File: src/rtl/seq_multiplier_pkg.sv
// Shared function codes and FSM state encoding for the
// sequential shift-add multiplier and its neighbours.
package seq_multiplier_pkg;

    localparam logic [5:0] OP_ADD       = 6'b100000;
    localparam logic [5:0] OP_SUB       = 6'b100010;
    localparam logic [5:0] OP_AND       = 6'b100100;
    localparam logic [5:0] OP_OR        = 6'b100101;
    localparam logic [5:0] OP_SLT       = 6'b101010;
    localparam logic [5:0] OP_SRL       = 6'b000010;
    localparam logic [5:0] OP_MFHI      = 6'b010000;
    localparam logic [5:0] OP_MFLO      = 6'b010010;
    localparam logic [5:0] OP_MUL       = 6'b011001;
    localparam logic [5:0] OP_HILO_OPEN = 6'b111111;

    typedef enum logic [1:0] {
        IDLE = 2'd0,
        RUN  = 2'd1,
        DONE = 2'd2
    } state_t;

endpackage

File: src/rtl/seq_multiplier_datapath.sv
// Multiplicand latch, product register and the add/shift step.
// p_step is the product value one iteration ahead of p.
module mul_datapath #(
    parameter int WIDTH = 32
) (
    input  logic               clk,
    input  logic               reset,
    input  logic               load,
    input  logic               step,
    input  logic [WIDTH-1:0]   a,
    input  logic [WIDTH-1:0]   b,
    output logic [2*WIDTH-1:0] p_step
);

    logic [WIDTH-1:0]   mcand;
    logic [2*WIDTH-1:0] p;
    logic [WIDTH:0]     sum;

    // Carry is kept so the all-ones case does not truncate.
    always_comb begin
        sum    = {1'b0, p[2*WIDTH-1:WIDTH]}
               + (p[0] ? {1'b0, mcand} : '0);
        p_step = {sum, p[WIDTH-1:1]};
    end

    always_ff @(posedge clk) begin
        if (reset) begin
            mcand <= '0;
            p     <= '0;
        end else if (load) begin
            mcand <= a;
            p     <= {{WIDTH{1'b0}}, b};
        end else if (step) begin
            p     <= p_step;
        end
    end

endmodule

File: src/rtl/seq_multiplier.sv
// Sequential unsigned multiplier: edge-detected MUL start,
// WIDTH iterations, one-cycle done pulse with held product.
module seq_multiplier
    import seq_multiplier_pkg::*;
#(
    parameter int WIDTH = 32,
    parameter int CNT_W = 6
) (
    input  logic               clk,
    input  logic               reset,
    input  logic [5:0]         Signal,
    input  logic [WIDTH-1:0]   dataA,
    input  logic [WIDTH-1:0]   dataB,
    output logic [2*WIDTH-1:0] dataOut,
    output logic               busy,
    output logic               done
);

    localparam logic [CNT_W-1:0] LAST = CNT_W'(WIDTH - 1);

    state_t             state;
    logic [CNT_W-1:0]   counter;
    logic               prev_mul;
    logic               is_mul;
    logic               start;
    logic               step;
    logic [2*WIDTH-1:0] p_step;

    assign is_mul = (Signal == OP_MUL);
    assign start  = is_mul && !prev_mul && (state == IDLE);
    assign step   = (state == RUN);

    mul_datapath #(.WIDTH(WIDTH)) u_dp (
        .clk    (clk),
        .reset  (reset),
        .load   (start),
        .step   (step),
        .a      (dataA),
        .b      (dataB),
        .p_step (p_step)
    );

    always_ff @(posedge clk) begin
        if (reset) begin
            state    <= IDLE;
            dataOut  <= '0;
            busy     <= 1'b0;
            done     <= 1'b0;
            counter  <= '0;
            prev_mul <= 1'b0;
        end else begin
            prev_mul <= is_mul;
            unique case (state)
                IDLE: begin
                    if (start) begin
                        counter <= '0;
                        busy    <= 1'b1;
                        state   <= RUN;
                    end
                end
                RUN: begin
                    counter <= counter + CNT_W'(1);
                    if (counter == LAST) begin
                        dataOut <= p_step;
                        busy    <= 1'b0;
                        done    <= 1'b1;
                        state   <= DONE;
                    end
                end
                DONE: begin
                    done  <= 1'b0;
                    state <= IDLE;
                end
                default: state <= IDLE;
            endcase
        end
    end

endmodule
File: config.mk
export PLATFORM = sky130hd
export DESIGN_NAME = seq_multiplier
export DESIGN_NICKNAME = d
export VERILOG_FILES = /design/src/rtl/seq_multiplier_pkg.sv /design/src/rtl/seq_multiplier_datapath.sv /design/src/rtl/seq_multiplier.sv
export SDC_FILE = /design/constraint.sdc
export NUM_CORES = 1
export LEC_CHECK = 0
export CAP_MARGIN = 15
export CORE_AREA = 2 2 138 140
export CTS_CLUSTER_DIAMETER = 30
export DETAILED_ROUTE_END_ITERATION = 8
export DIE_AREA = 0 0 140 142
export PLACE_DENSITY = 0.82
export SLEW_MARGIN = 5
export SYNTH_ARGS = -nofsm -noshare
export SYNTH_HDL_FRONTEND = slang
export SYNTH_HIERARCHICAL = 1
export SYNTH_SLANG_ARGS = --single-unit
File: constraint.sdc
create_clock -name clk -period 2.5 [get_ports clk]
set_input_delay 0.375 -clock clk [delete_from_list [all_inputs] [get_ports clk]]
set_output_delay 0.375 -clock clk [all_outputs]
set_load 0.01 [all_outputs]
== Word-level counts from Yosys, hierarchy flattened ==
Cells that the tools add are included.
Widths: inputs -> output; s select.
Cells by class
  add/sub/neg operators: 2
  eq/ne operators: 6
  mux-type cells: 13
  reductions and logical operators: 13
Operators with widths (count)
  $mux 32: 3
  $add 32x32->33: 1
  $eq 6x5->1 const B: 2
  $pmux 6 s2: 1
  $reduce_and 2->1: 4
  $add 6x1->6 const B: 1
  $mux 6: 1
  $reduce_bool 2->1: 3
  $mux 2: 2
  $pmux 1 s2: 2
  $pmux 2 s2: 1
  $mux 1: 3
  $reduce_and 3->1: 1
  $eq 2x1->1 const B: 1
  $eq 2x2->1 const B: 1
  $logic_and 1x1->1: 2
  $logic_not 2->1: 1
  $ne 2x1->1 const B: 1
  $ne 2x2->1 const B: 1
  $reduce_or 2->1: 1
  $logic_not 1->1: 1
Word-level totals
  flip-flop bits (word level): 171
  bits of input ports: 72
  output and inout port bits: 66
  word-level logic and storage cells: 43

== Logic depth before layout (Yosys ltp) ==
  depth after elaboration: 5
  mapped depth: 13
  mapped depth without buffers: 12

== Cells and area by module ==
The synthesis kept the hierarchy.
By module, submodules not included
  mul_datapath: instances 1, cells each 688, area an instance 5793.1 µm², seq. area each 1921.8 µm²
  seq_multiplier: instances 1, cells each 333, area an instance 3046.7 µm², seq. area each 1501.4 µm²

== Least setup slack after synthesis ==
OpenSTA, ideal clock, no wires.
  kind: register to register
  start point: reg u_dp.p[0]
  end point: reg dataOut[60]
  setup time: 120 ps
  data arrival time: 2561 ps
  required time: 2380 ps
  setup slack: -181 ps
  cell stages (with the launch flop): 14
  path buffers: 2
  clock period less this slack: 2681 ps
  cell sequence: dfxtp_1 -> clkbuf_1 -> and2_1 -> ha_1 -> buf_6 -> a21o_1 -> a31oi_2 -> o221ai_2 -> a211o_1 -> o22a_1 -> or3_1 -> and2_1 -> nand2_1 -> mux2i_1
Between the ends
  longest elaborated chain between the ends: 2
Ends and longest elaborated chain
  from (decl): RTL line seq_multiplier_datapath.sv:16  | logic [2*WIDTH-1:0] p;
  from (signal assigned): RTL line seq_multiplier_datapath.sv:32  | p <= {{WIDTH{1'b0}}, b};
  from (signal assigned): RTL line seq_multiplier_datapath.sv:34  | p <= p_step;
  $mux 32: RTL line seq_multiplier_datapath.sv:22  | + (p[0] ? {1'b0, mcand} : '0);
  $add 32x32->33: RTL line seq_multiplier_datapath.sv:22
  via p_step[60]: RTL line seq_multiplier.sv:27  | logic [2*WIDTH-1:0] p_step;
  to (signal assigned): RTL line seq_multiplier.sv:64  | dataOut <= p_step;
  to (decl): RTL line seq_multiplier.sv:14  | output logic [2*WIDTH-1:0] dataOut,
The timed path passes the listed nets, and every way through them passes these cells.
A chain may end at the register's enable or synchronous reset.

== Worst setup path in the final report ==
  start point: reg u_dp.p[0]
  end point: reg dataOut[63]
The elaborated chain is that of the path after synthesis.

==> results.md <==
* Vias/cell at 5.52
* Synth area leader: dfxtp_1
* Sequential element share of the synthesized area at 38.7%
* Detailed Routing Iterations Pass 1 at 9
* P_int at 4.20 mW
* Clk slew on worst S/H paths at 0.08 ns
* Sw frac at 25.0%
* Synth top cells by count: dfxtp_1 (171), nand2_1 (162), mux2i_1 (144), nor2_1 (131), a21oi_1 (71)
* Largest net degree at the start of global routing at 52
* Worst setup EP type: register
* Async SR Flop Fraction at 0%
* CTS HTree Levels at 4
* Area after DPL at 10900 um^2
* All-Layer GR Usage at 23.6%
* Met1 Wirelength at 10400 um
* Clock Latency Late Sink at 0.44 ns
* Final setup fails at 38
* Initial core utilization at 47.9%
* Gpl congestion at 0.958
* Post-Route Utilization at 66.8%
* Top sig layer: met4
* Crit Path Category: register to register
* Max-cap violations at 0
* Syn_area_per_cell at 8.66 um^2
* Clock Sinks at 171
* Count leader, synth: dfxtp_1
* Routed length on met2 at 12300 um
* WP depth at 13
* Final Non-Filler Cells at 1446
* Vias in the first global route at 7948
* Avg WL per Cell at 17.2 um
* Number of fill cells at 1361
* Syn nets at 1127
* Worst rel slew slack at 58.7%
* Post-route setup TNS at -4.31 ns
* Synth cell types at 64
* Routed vias at 7987
* Status: finished, violations left
* Final worst-path setup slack at -0.208 ns
* Post-synth EDFFs at 0
* Port-buffer cells at 137
* Crit path launch type: register
* #FFs+latches synth at 171
* WL final at 24900 um
* Yosys warns at 6
* Share of cells above drive strength 1 at 21.5%
* CP Max Fanout at 8
* Tmin final at 2.71 ns
* Hold Buf Count CTS at 0
* Comb power frac at 4.4%
* Placed cell count at 1402
* Endpoints failing hold at 0
* Critical path data arrival time at 3.08 ns
* Reg2reg end: dataOut[63]
* Antenna cells at 0
* Core ar. at 18500 um^2
* Crit path largest cell delay at 0.50 ns
* Routed Antenna Nets at 0
* RSZ-0062 raised after global routing: yes
* CTS tree: built
* # rows at 50
* Worst VDD drop at 0.000399 V
* Crit-path slowest cell: or4_4
* Min Hold Slack at 0.373 ns
* DRC violation count after routing at 12
* Chip height at 142 um
* Clock skew at 0.0176 ns
* Die area at 19900 um^2
* Number of antenna violations at the first check in global routing at 0
* Peak Freq at 369 MHz
* Top FF cell, synth: dfxtp_1
* FF-to-FF setup slack at -0.21 ns
* DIE WIDTH at 140 um
* First-pass GRT wire length at 38100 um
* Final total power at 5.60 mW
* Main area contributors after synthesis: dfxtp_1 (39%), mux2i_1 (16%), nand2_1 (6.9%)
* Root Buffer: clkbuf_16
* Synth Cell Area at 8840 um^2
* Clock buffer depth at 2
* Post-synth top area share at 38.7%
* Hold path depth at 2
* RR Startpoint: u_dp/p[0]
* FF-to-FF path depth at 13
* Cells along the critical path: buf_4, and2_1, ha_4, nand2_2, buf_4, a211oi_2, nand3_2, o211ai_4, a31oi_4, or4_4, nand2_1, nand2_1, mux2i_1
* Sequential cell area at 3430 um^2
* Worst EP required at 2.87 ns
* Overflow after GRT at 0
* PD cells at 454 nW/um^2
* Critical path launch point: u_dp/p[0]
* Fin crit share at 108%
* DP HPWL at 16400 um
* Final Max Tran Viols at 0
* CP delay by family, top: simple AND/OR/NAND/NOR gates
* CP endpoint: dataOut[63]
* Synthesis-to-finish area growth at 39.5%
* Failing checks: DRC, setup timing
* TritonCTS Buffers at 17
* Power share of the clock group at 46.7%
* Sequential power share at 48.9%
* Pleak at 4.62 nW
* NetSw at 1.40 mW
* Num ports at 138
* Worst Max-Slew Pin Slew at 0.617 ns
* DRT iter0 DRCs at 597
* Met3 wire length at 1450 um
* Worst min path class: input port to register
* Critical path buffer and inverter count at 2
* Post-Syn Instances at 1021
* Worst slack at placement at -0.304 ns
* Fin nets at 1305
* Final Cell Area at 12300 um^2
* Multi-input logic area at 5610 um^2
[placed cells by master (no fill, tap or decap), types with 8 or more instances in the layout]
cell type,n
a22o_1,14
nand2_1,158
inv_1,8
o21ai_0,9
clkdlybuf4s50_1,136
and2_1,28
ha_1,11
and2_4,8
nand4_1,10
ha_4,19
xnor2_1,10
buf_4,100
nor2_1,127
mux2i_1,144
a21o_1,14
buf_12,9
dfxtp_1,170
clkbuf_16,17
a21oi_1,57
a21oi_2,15
[how the worst min path moves through the flow]
stage / from / end / slack [ns]
floorplan: u_dp/mcand[20] / u_dp/mcand[20] / 0.45
global placement: dataOut[22] / dataOut[22] / 0.44
detailed placement: dataOut[53] / dataOut[53] / 0.44
CTS: reset / u_dp/mcand[20] / 0.37
global route: reset / u_dp/mcand[20] / 0.39
finish: reset / u_dp/mcand[20] / 0.37
[sequential cells by signal, indices dropped and copies added (netlist names)]
register and cells:
dataOut 64, u_dp/p 64, u_dp/mcand 32, counter 6, state 2, busy 1, done 1, prev_mul 1
[repair_timing]
action                                 CTS  global route
endpoints found under the hold margin    0             0
pin swaps                               28            29
buffers inserted                         7             5
resized for setup                       57            71
setup endpoints to repair               42            44
cloned                                   0             0
[per-layer routing]
layer / global-route usage, % / vias to the layer above
li1: - / 3835
met1: 28.7 / 3812
met2: 41.8 / 281
met3: 4.44 / 59
met4: 8.67 / 0
met5: 0 / -
[cell type report]
cell class | count | area share (%)
Clock buffer | 17 | 3.45
Clock inverter | 15 | 1.26
Inverter | 11 | 0.375
Multi-Input combinational cell | 745 | 45.5
Sequential cell | 171 | 27.8
Tap cell | 234 | 2.37
Timing Repair Buffer | 253 | 19.3
[cells by family (layout without fill, tap and decap cells)]
kind of cell | count (synthesis) | after routing | synth area share (%)
AND/OR/NAND/NOR | 372 | 372 | 18.4
flip-flops | 171 | 171 | 38.7
AO/OA/AOI/OAI | 166 | 166 | 12.5
multiplexers | 144 | 144 | 16.3
buffers and inverters | 105 | 296 | 6.38
adder cells (fa/ha/maj) | 34 | 34 | 4.90
XOR/XNOR | 29 | 29 | 2.87
[power by group through the flow]
stage / Combinational, mW / Clock (mW) / Sequential, mW
after floorplan: 0.0942 / 0 / 2.80
after CTS: 0.247 / 2.65 / 2.74
final: 0.247 / 2.62 / 2.74
after detailed placement: 0.244 / 0 / 2.80
after global routing: 0.264 / 2.76 / 2.74
after global placement: 0.242 / 0 / 2.80
Note: power is estimated with default switching activity, not from simulation.
